## src/rtl/iic_pkg.sv

```systemverilog
// Shared definitions for the SHT21 IIC master: phase codes, error codes and
// SHT21 command bytes.
package iic_pkg;

  typedef enum logic [3:0] {
    ST_IDLE      = 4'd0,
    ST_START     = 4'd1,
    ST_WR_ADDR   = 4'd2,
    ST_ACK_CHK   = 4'd3,
    ST_WR_CMD    = 4'd4,
    ST_RESTART   = 4'd5,
    ST_RD_ADDR   = 4'd6,
    ST_RD_MSB    = 4'd7,
    ST_RDACK     = 4'd8,
    ST_RD_LSB    = 4'd9,
    ST_RD_CRC    = 4'd10,
    ST_NACK      = 4'd11,
    ST_DONE      = 4'd12,
    ST_STOP      = 4'd13,
    ST_POLL_WAIT = 4'd14,
    ST_ERR       = 4'd15
  } phase_e;

  localparam logic [1:0] ERR_NONE      = 2'd0;
  localparam logic [1:0] ERR_ADDR_NACK = 2'd1;
  localparam logic [1:0] ERR_CMD_NACK  = 2'd2;
  localparam logic [1:0] ERR_TIMEOUT   = 2'd3;

  localparam logic [7:0] CMD_T_HOLD    = 8'hE3;
  localparam logic [7:0] CMD_RH_HOLD   = 8'hE5;
  localparam logic [7:0] CMD_T_NOHOLD  = 8'hF3;
  localparam logic [7:0] CMD_RH_NOHOLD = 8'hF5;

  // States that drive a phase block through the clear/activate/done handshake.
  function automatic logic is_phase(input phase_e p);
    case (p)
      ST_IDLE, ST_DONE, ST_POLL_WAIT, ST_ERR: return 1'b0;
      default:                                return 1'b1;
    endcase
  endfunction

endpackage

```

## src/rtl/iic_scl_gen.sv

```systemverilog
// SCL timing generator: one SCL period every DIV clocks while run is high,
// with registered quarter-period strobes.
module iic_scl_gen
  import iic_pkg::*;
#(
  parameter int DIV = 1000
) (
  input  logic clk,
  input  logic rst,
  input  logic run,
  output logic scl,
  output logic scl_ls,
  output logic scl_lc,
  output logic scl_hs,
  output logic scl_hc
);

  localparam int W = $clog2(DIV);

  logic [W-1:0] cnt_r;
  logic         scl_r;
  logic         ls_r;
  logic         lc_r;
  logic         hs_r;
  logic         hc_r;

  // Period counter, parked at zero while idle.
  always_ff @(posedge clk) begin
    if (rst) begin
      cnt_r <= '0;
    end else if (!run) begin
      cnt_r <= '0;
    end else if (cnt_r == W'(DIV - 1)) begin
      cnt_r <= '0;
    end else begin
      cnt_r <= cnt_r + W'(1);
    end
  end

  // Strobe and SCL level decode from the counter.
  always_ff @(posedge clk) begin
    if (rst || !run) begin
      scl_r <= 1'b1;
      ls_r  <= 1'b0;
      lc_r  <= 1'b0;
      hs_r  <= 1'b0;
      hc_r  <= 1'b0;
    end else begin
      ls_r <= (cnt_r == W'(0));
      lc_r <= (cnt_r == W'(DIV / 4));
      hs_r <= (cnt_r == W'(DIV / 2));
      hc_r <= (cnt_r == W'((3 * DIV) / 4));
      if (cnt_r == W'(0)) begin
        scl_r <= 1'b0;
      end else if (cnt_r == W'(DIV / 2)) begin
        scl_r <= 1'b1;
      end else begin
        scl_r <= scl_r;
      end
    end
  end

  assign scl    = scl_r;
  assign scl_ls = ls_r;
  assign scl_lc = lc_r;
  assign scl_hs = hs_r;
  assign scl_hc = hc_r;

endmodule

```

## src/rtl/iic_seq_ctrl.sv

```systemverilog
// SHT21 transaction sequencer: walks the IIC phase blocks through a
// measurement read, with NACK polling, per-phase timeout and SCL generation.
module iic_seq_ctrl
  import iic_pkg::*;
#(
  parameter int       CLK_HZ   = 100_000_000,
  parameter int       SCL_HZ   = 100_000,
  parameter bit [6:0] DEV_ADDR = 7'h40,
  parameter int       MAX_POLL = 8,
  parameter int       POLL_GAP = 100_000,
  parameter int       TIMEOUT  = 2_000_000
) (
  input  logic        clk,
  input  logic        rst,
  input  logic        req,
  input  logic [7:0]  cmd,
  output logic        busy,
  output logic        done,
  output logic        err,
  output logic [1:0]  err_code,
  output logic [15:0] result,
  output logic [7:0]  crc,
  output logic        scl,
  output logic        scl_ls,
  output logic        scl_lc,
  output logic        scl_hs,
  output logic        scl_hc,
  output logic [3:0]  state_code,
  output logic        ph_clr,
  output logic        ph_act,
  output logic [7:0]  wr_byte,
  input  logic        ack_ok,
  input  logic [7:0]  rd_byte,
  input  logic        ph_done
);

  localparam int DIV = CLK_HZ / SCL_HZ;
  localparam int CW  = $clog2(((TIMEOUT > POLL_GAP) ? TIMEOUT : POLL_GAP) + 1);
  localparam int PW  = $clog2(MAX_POLL + 1);

  phase_e          state_r, state_nxt_s, prev_r, stop_nxt_r, stop_nxt_s;
  logic [1:0]      err_code_r, err_code_nxt_s;
  logic [PW-1:0]   poll_r, poll_nxt_s;
  logic [CW-1:0]   tmo_r;
  logic [7:0]      cmd_r, msb_r, lsb_r, crc_sh_r, wr_byte_r, wr_byte_nxt_s;
  logic [15:0]     result_r;
  logic [7:0]      crc_r;
  logic            busy_r, done_r, err_r, ph_clr_r, ph_act_r;
  logic            ph_ev_s, tmo_s, chg_s;
  logic            busy_nxt_s, done_nxt_s, err_nxt_s, ph_clr_nxt_s, ph_act_nxt_s;

  assign ph_ev_s = ph_act_r & ph_done;
  assign tmo_s   = ph_act_r & ~ph_done & (tmo_r == CW'(TIMEOUT - 1));

  // State register with transaction context (previous phase, post-STOP target, poll count, cycle counter).
  always_ff @(posedge clk) begin
    if (rst) begin
      state_r    <= ST_IDLE;
      prev_r     <= ST_IDLE;
      stop_nxt_r <= ST_DONE;
      err_code_r <= ERR_NONE;
      poll_r     <= '0;
      tmo_r      <= '0;
    end else begin
      state_r    <= state_nxt_s;
      stop_nxt_r <= stop_nxt_s;
      err_code_r <= err_code_nxt_s;
      poll_r     <= poll_nxt_s;
      if (chg_s) begin
        prev_r <= state_r;
        tmo_r  <= '0;
      end else if (tmo_r != {CW{1'b1}}) begin
        tmo_r  <= tmo_r + CW'(1);
      end
    end
  end

  // Next-state decision; ACK_CHK and RDACK branch on the phase that preceded them.
  always_comb begin
    state_nxt_s    = state_r;
    stop_nxt_s     = stop_nxt_r;
    err_code_nxt_s = err_code_r;
    poll_nxt_s     = poll_r;
    if (tmo_s) begin
      err_code_nxt_s = ERR_TIMEOUT;
      if (state_r == ST_STOP) begin
        state_nxt_s = ST_ERR;
      end else begin
        state_nxt_s = ST_STOP;
        stop_nxt_s  = ST_ERR;
      end
    end else begin
      case (state_r)
        ST_IDLE: begin
          if (req) begin
            state_nxt_s    = ST_START;
            stop_nxt_s     = ST_DONE;
            err_code_nxt_s = ERR_NONE;
            poll_nxt_s     = '0;
          end else begin
            state_nxt_s = ST_IDLE;
          end
        end
        ST_POLL_WAIT: begin
          if (tmo_r == CW'(POLL_GAP - 1)) begin
            state_nxt_s = ST_RESTART;
          end else begin
            state_nxt_s = ST_POLL_WAIT;
          end
        end
        ST_DONE, ST_ERR: state_nxt_s = ST_IDLE;
        default: begin
          if (ph_ev_s) begin
            case (state_r)
              ST_START:                           state_nxt_s = ST_WR_ADDR;
              ST_WR_ADDR, ST_WR_CMD, ST_RD_ADDR:  state_nxt_s = ST_ACK_CHK;
              ST_RESTART:                         state_nxt_s = ST_RD_ADDR;
              ST_RD_MSB, ST_RD_LSB:               state_nxt_s = ST_RDACK;
              ST_RD_CRC:                          state_nxt_s = ST_NACK;
              ST_NACK: begin
                state_nxt_s = ST_STOP;
                stop_nxt_s  = ST_DONE;
              end
              ST_STOP:                            state_nxt_s = stop_nxt_r;
              ST_RDACK: begin
                if (prev_r == ST_RD_MSB) begin
                  state_nxt_s = ST_RD_LSB;
                end else begin
                  state_nxt_s = ST_RD_CRC;
                end
              end
              ST_ACK_CHK: begin
                if (ack_ok) begin
                  case (prev_r)
                    ST_WR_ADDR: state_nxt_s = ST_WR_CMD;
                    ST_WR_CMD:  state_nxt_s = ST_RESTART;
                    default:    state_nxt_s = ST_RD_MSB;
                  endcase
                end else begin
                  state_nxt_s = ST_STOP;
                  stop_nxt_s  = ST_ERR;
                  case (prev_r)
                    ST_WR_ADDR: err_code_nxt_s = ERR_ADDR_NACK;
                    ST_WR_CMD:  err_code_nxt_s = ERR_CMD_NACK;
                    default: begin
                      // cmd[4] marks a no-hold command: a NACKed read address means "not ready yet".
                      if (!cmd_r[4]) begin
                        err_code_nxt_s = ERR_ADDR_NACK;
                      end else if (poll_r == PW'(MAX_POLL)) begin
                        err_code_nxt_s = ERR_TIMEOUT;
                      end else begin
                        poll_nxt_s = poll_r + PW'(1);
                        stop_nxt_s = ST_POLL_WAIT;
                      end
                    end
                  endcase
                end
              end
              default: state_nxt_s = ST_IDLE;
            endcase
          end else begin
            state_nxt_s = state_r;
          end
        end
      endcase
    end
  end

  // Next values of the registered outputs, derived from the pending transition.
  always_comb begin
    chg_s         = (state_nxt_s != state_r);
    ph_clr_nxt_s  = chg_s & is_phase(state_nxt_s);
    ph_act_nxt_s  = ~chg_s & (ph_clr_r | ph_act_r);
    done_nxt_s    = chg_s & (state_nxt_s == ST_DONE);
    err_nxt_s     = chg_s & (state_nxt_s == ST_ERR);
    wr_byte_nxt_s = wr_byte_r;
    case (state_nxt_s)
      ST_IDLE, ST_DONE, ST_ERR: busy_nxt_s = 1'b0;
      default:                  busy_nxt_s = 1'b1;
    endcase
    if (chg_s) begin
      case (state_nxt_s)
        ST_WR_ADDR: wr_byte_nxt_s = {DEV_ADDR, 1'b0};
        ST_WR_CMD:  wr_byte_nxt_s = cmd_r;
        ST_RD_ADDR: wr_byte_nxt_s = {DEV_ADDR, 1'b1};
        default:    wr_byte_nxt_s = wr_byte_r;
      endcase
    end else begin
      wr_byte_nxt_s = wr_byte_r;
    end
  end

  // Output registers plus received-byte capture; result/crc publish only on success.
  always_ff @(posedge clk) begin
    if (rst) begin
      busy_r    <= 1'b0;
      done_r    <= 1'b0;
      err_r     <= 1'b0;
      ph_clr_r  <= 1'b0;
      ph_act_r  <= 1'b0;
      wr_byte_r <= 8'h00;
      cmd_r     <= 8'h00;
      msb_r     <= 8'h00;
      lsb_r     <= 8'h00;
      crc_sh_r  <= 8'h00;
      result_r  <= 16'h0000;
      crc_r     <= 8'h00;
    end else begin
      busy_r    <= busy_nxt_s;
      done_r    <= done_nxt_s;
      err_r     <= err_nxt_s;
      ph_clr_r  <= ph_clr_nxt_s;
      ph_act_r  <= ph_act_nxt_s;
      wr_byte_r <= wr_byte_nxt_s;
      if (state_r == ST_IDLE && req) begin
        cmd_r <= cmd;
      end
      if (ph_ev_s) begin
        case (state_r)
          ST_RD_MSB: msb_r    <= rd_byte;
          ST_RD_LSB: lsb_r    <= rd_byte;
          ST_RD_CRC: crc_sh_r <= rd_byte;
          default:   msb_r    <= msb_r;
        endcase
      end
      if (done_nxt_s) begin
        result_r <= {msb_r, lsb_r};
        crc_r    <= crc_sh_r;
      end
    end
  end

  iic_scl_gen #(.DIV(DIV)) u_scl_gen (
    .clk    (clk),
    .rst    (rst),
    .run    (busy_r),
    .scl    (scl),
    .scl_ls (scl_ls),
    .scl_lc (scl_lc),
    .scl_hs (scl_hs),
    .scl_hc (scl_hc)
  );

  assign busy       = busy_r;
  assign done       = done_r;
  assign err        = err_r;
  assign err_code   = err_code_r;
  assign result     = result_r;
  assign crc        = crc_r;
  assign state_code = state_r;
  assign ph_clr     = ph_clr_r;
  assign ph_act     = ph_act_r;
  assign wr_byte    = wr_byte_r;

endmodule

```

## config.mk

```make
export PLATFORM = sky130hd
export DESIGN_NAME = iic_seq_ctrl
export DESIGN_NICKNAME = d
export VERILOG_FILES = /design/src/rtl/iic_pkg.sv /design/src/rtl/iic_scl_gen.sv /design/src/rtl/iic_seq_ctrl.sv
export SDC_FILE = /design/constraint.sdc
export NUM_CORES = 1
export LEC_CHECK = 0
export ABC_AREA = 0
export ABC_CLOCK_PERIOD_IN_PS = 4800
export BUFFER_PORTS_ARGS = -buffer_cell sky130_fd_sc_hd__buf_4
export CAP_MARGIN = 20
export CORE_ASPECT_RATIO = 0.75
export CORE_MARGIN = 3
export CORE_UTILIZATION = 61
export CTS_BUF_LIST = sky130_fd_sc_hd__clkbuf_4 sky130_fd_sc_hd__clkbuf_8
export DETAILED_ROUTE_END_ITERATION = 7
export GPL_TIMING_DRIVEN = 0
export PLACE_DENSITY_LB_ADDON = 0.05
export REMOVE_ABC_BUFFERS = 1
export SYNTH_ARGS = -nofsm -noshare
export SYNTH_HDL_FRONTEND = slang
export SYNTH_HIERARCHICAL = 1
export SYNTH_SLANG_ARGS = --single-unit
```

## constraint.sdc

```tcl
create_clock -name clk -period 4.8 [get_ports clk]
set_input_delay 0.96 -clock clk [delete_from_list [all_inputs] [get_ports clk]]
set_output_delay 0.96 -clock clk [all_outputs]
set_load 0.03 [all_outputs]
```

==> metrics.cfg <==
[outcome]
status = completed

[layout]
final_area_um2 = 6740
mostFrequentLayoutCell = dfxtp_1
fill_cells = 731
diodes = 0
num-nets-final = 735
largest_reg_flops = 21
area_growth_pct = 15.5
final_cell_mix = dfxtp_1 (121), nor2_1 (86), buf_4 (68)
drive_gt1_share_pct = 18.3
top_register = tmo_r

[setup_path]
start_kind = flop
arrival_ps = 4030
required_ps = 5120
cp_max_fo = 29
reg2reg_slack_ps = 1090
crit_path_end_kind = flop
worst-setup-path-type = flop to flop

[timing]
clock.fmax_ghz = 0.269
setup_slack_ps = 1090
tns_ps = 0
hold_violations = 0
fin_skew_ps = 18.9
max-slew-margin-rel_pct = 33.0
worstMarginPinSlew_ps = 1000
setup_viol = 0
finalCritPeriodShare_pct = 77.3
fin_crit_ps = 3710
rsz0062_at_grt = no
slew_viol_final = 0

[power_and_ir_drop]
power_switching_uw = 517
swShare_pct = 24.1
p_clk_share_pct = 44.7
power_frac_comb_pct = 7.1
pwr_density_cell_nw_per_um2 = 318
total_power_mw = 2.14
p_leak_nw = 2.51
cell_internal_pwr_mw = 1.63
pwr-share-seq_pct = 48.2
peakVddDrop_uv = 341

[synth]
ys.flop_type = dfxtp_1
postSynth.asyncResetShare_pct = 0
yosysSeqAreaShare_pct = 41.5
synth_area_per_cell_um2 = 8.81
synth_compound_area_share_pct = 15.7
synth_top_family_by_area = simple AND/OR/NAND/NOR gates
synth_mux_area_share_pct = 6.63
yosys_warnings = 6
synth_edf_count = 0
synth_area_um2 = 5830
synthSimpleGateAreaFrac_pct = 26.0
synth_fa_ha_area_share_pct = 1.29
ys_types = 80
synthXorXnorAreaFrac_pct = 3.75
postSynthCellCount = 662
synth-seq-cells = 121

[floorplanning]
io_pins = 69
rows = 30
dieWidth_um = 119
die-area_um2 = 10800
core_um2 = 9160
chipHeight_um = 90.7
initial_core_util_pct = 63.7

[global_routing]
grt-ovfl-total = 0
antenna_found_initial = 0
grt_pass1_wl_um = 23900
grt_pass1_vias = 4931
grt_max_degree = 79
grt_usage_pct = 26.9

[clocking]
cts_max_level = 4
cts_tree = yes
cts_resized = 0
holdBufCountCts = 0
cts_max_path_buffers = 2
insertion_delay_ps = 440
cts_made_buffers = 17
post-cts-setup-buffer-count = 0
cts-root-buf = clkbuf_8
clkTransAtPathRegs_ps = 70
clkSinkCount = 121

[route]
drt_first_pass_iters = 6
final_antenna_net_count = 0
vias_per_cell = 6.16
wl_per_cell_um = 16.7
drtIter0Drc = 454
wl_um = 14200
drc_errors = 0
num_vias = 5234

[flow_run]
maxCapViolations = 0

[placement]
place_area_um2 = 6310
port_buffers = 68
place_congestion = 0.932
dpl.hpwl_um = 9270
dpl_worst_slack_ps = 1030

[min_path]
hp-class = flop to flop

## power by group through the flow
stage / sequential (mW) / clock [mW] / combinational, mW
floorplan: 1.06 / 0 / 0.0768
global placement: 1.06 / 0 / 0.142
detailed placement: 1.06 / 0 / 0.150
CTS: 1.03 / 0.976 / 0.152
global route: 1.04 / 1.03 / 0.168
finish: 1.03 / 0.958 / 0.153
## metal layers
| layer | vias up | track usage (%) | routed length (µm) |
|---|---|---|---|
| li1 | 2498 | - | - |
| met1 | 2495 | 36.6 | 6310 |
| met2 | 224 | 41.7 | 6590 |
| met3 | 17 | 8.02 | 1200 |
| met4 | 0 | 7.43 | 104 |
| met5 | - | 0 | 0 |
## cell families after synthesis
kind of cell,count (synthesis)
adders and majority gates,6
DFF,121
AOI/OAI and AO/OA,130
buffers and inverters,60
and+or+nand+nor,282
xor gates and xnor gates,25
muxes,38
## cell type report
type                    count  area, µm²  share of cell area [%]
clock buffers              21        283                    4.20
inverters                  16       60.1                   0.891
flip-flops and latches    121       2420                    36.0
well taps                 128        160                    2.38
clock inverters            11        143                    2.12
multi-input cells         481       3130                    46.4
repair buffers             71        544                    8.08
## worst max-delay path, cell delays in order, from the launching register on
cell and delay (ps):
dfxtp_1 840, and4bb_2 400, o311a_1 240, a2111oi_0 100
o41ai_1 550, mux2_2 740, o2111ai_4 310, mux2_4 400
## synthesized netlist by cell type (11+ instances only)
library cell | instances | area share, %
nand4_1 | 41 | 4.4
o31ai_1 | 27 | 3.5
nand3_1 | 19 | 1.6
clkbuf_1 | 24 | 1.5
inv_1 | 16 | 1.0
dfxtp_1 | 121 | 42
a21oi_1 | 47 | 4.0
nand2_1 | 52 | 3.3
xnor2_1 | 15 | 2.3
nor3_1 | 11 | 0.94
mux2i_1 | 36 | 6.2
nor2_1 | 87 | 5.6
## through the flow
| step | cells | utilization, % | hold slack, ps |
|---|---|---|---|
| after floorplan | 618 | - | 430 |
| after detailed placement | 817 | 68.9 | 450 |
| after CTS | 849 | 73.6 | 459 |
| final | 849 | 73.6 | 461 |
| after global routing | 849 | 73.6 | 482 |
| after global placement | 814 | 68.4 | 442 |
## final timing paths
| check | from | end | cells after the start |
|---|---|---|---|
| worst min-delay path | cmd_r[3] | cmd_r[3] | 2 |
| worst max-delay path | state_code[0] | wr_byte[7] | 7 |
| worst min register to register | cmd_r[3] | cmd_r[3] | 2 |
| worst max register to register | state_code[0] | wr_byte[7] | 7 |
(Power assumes the default switching activity.)
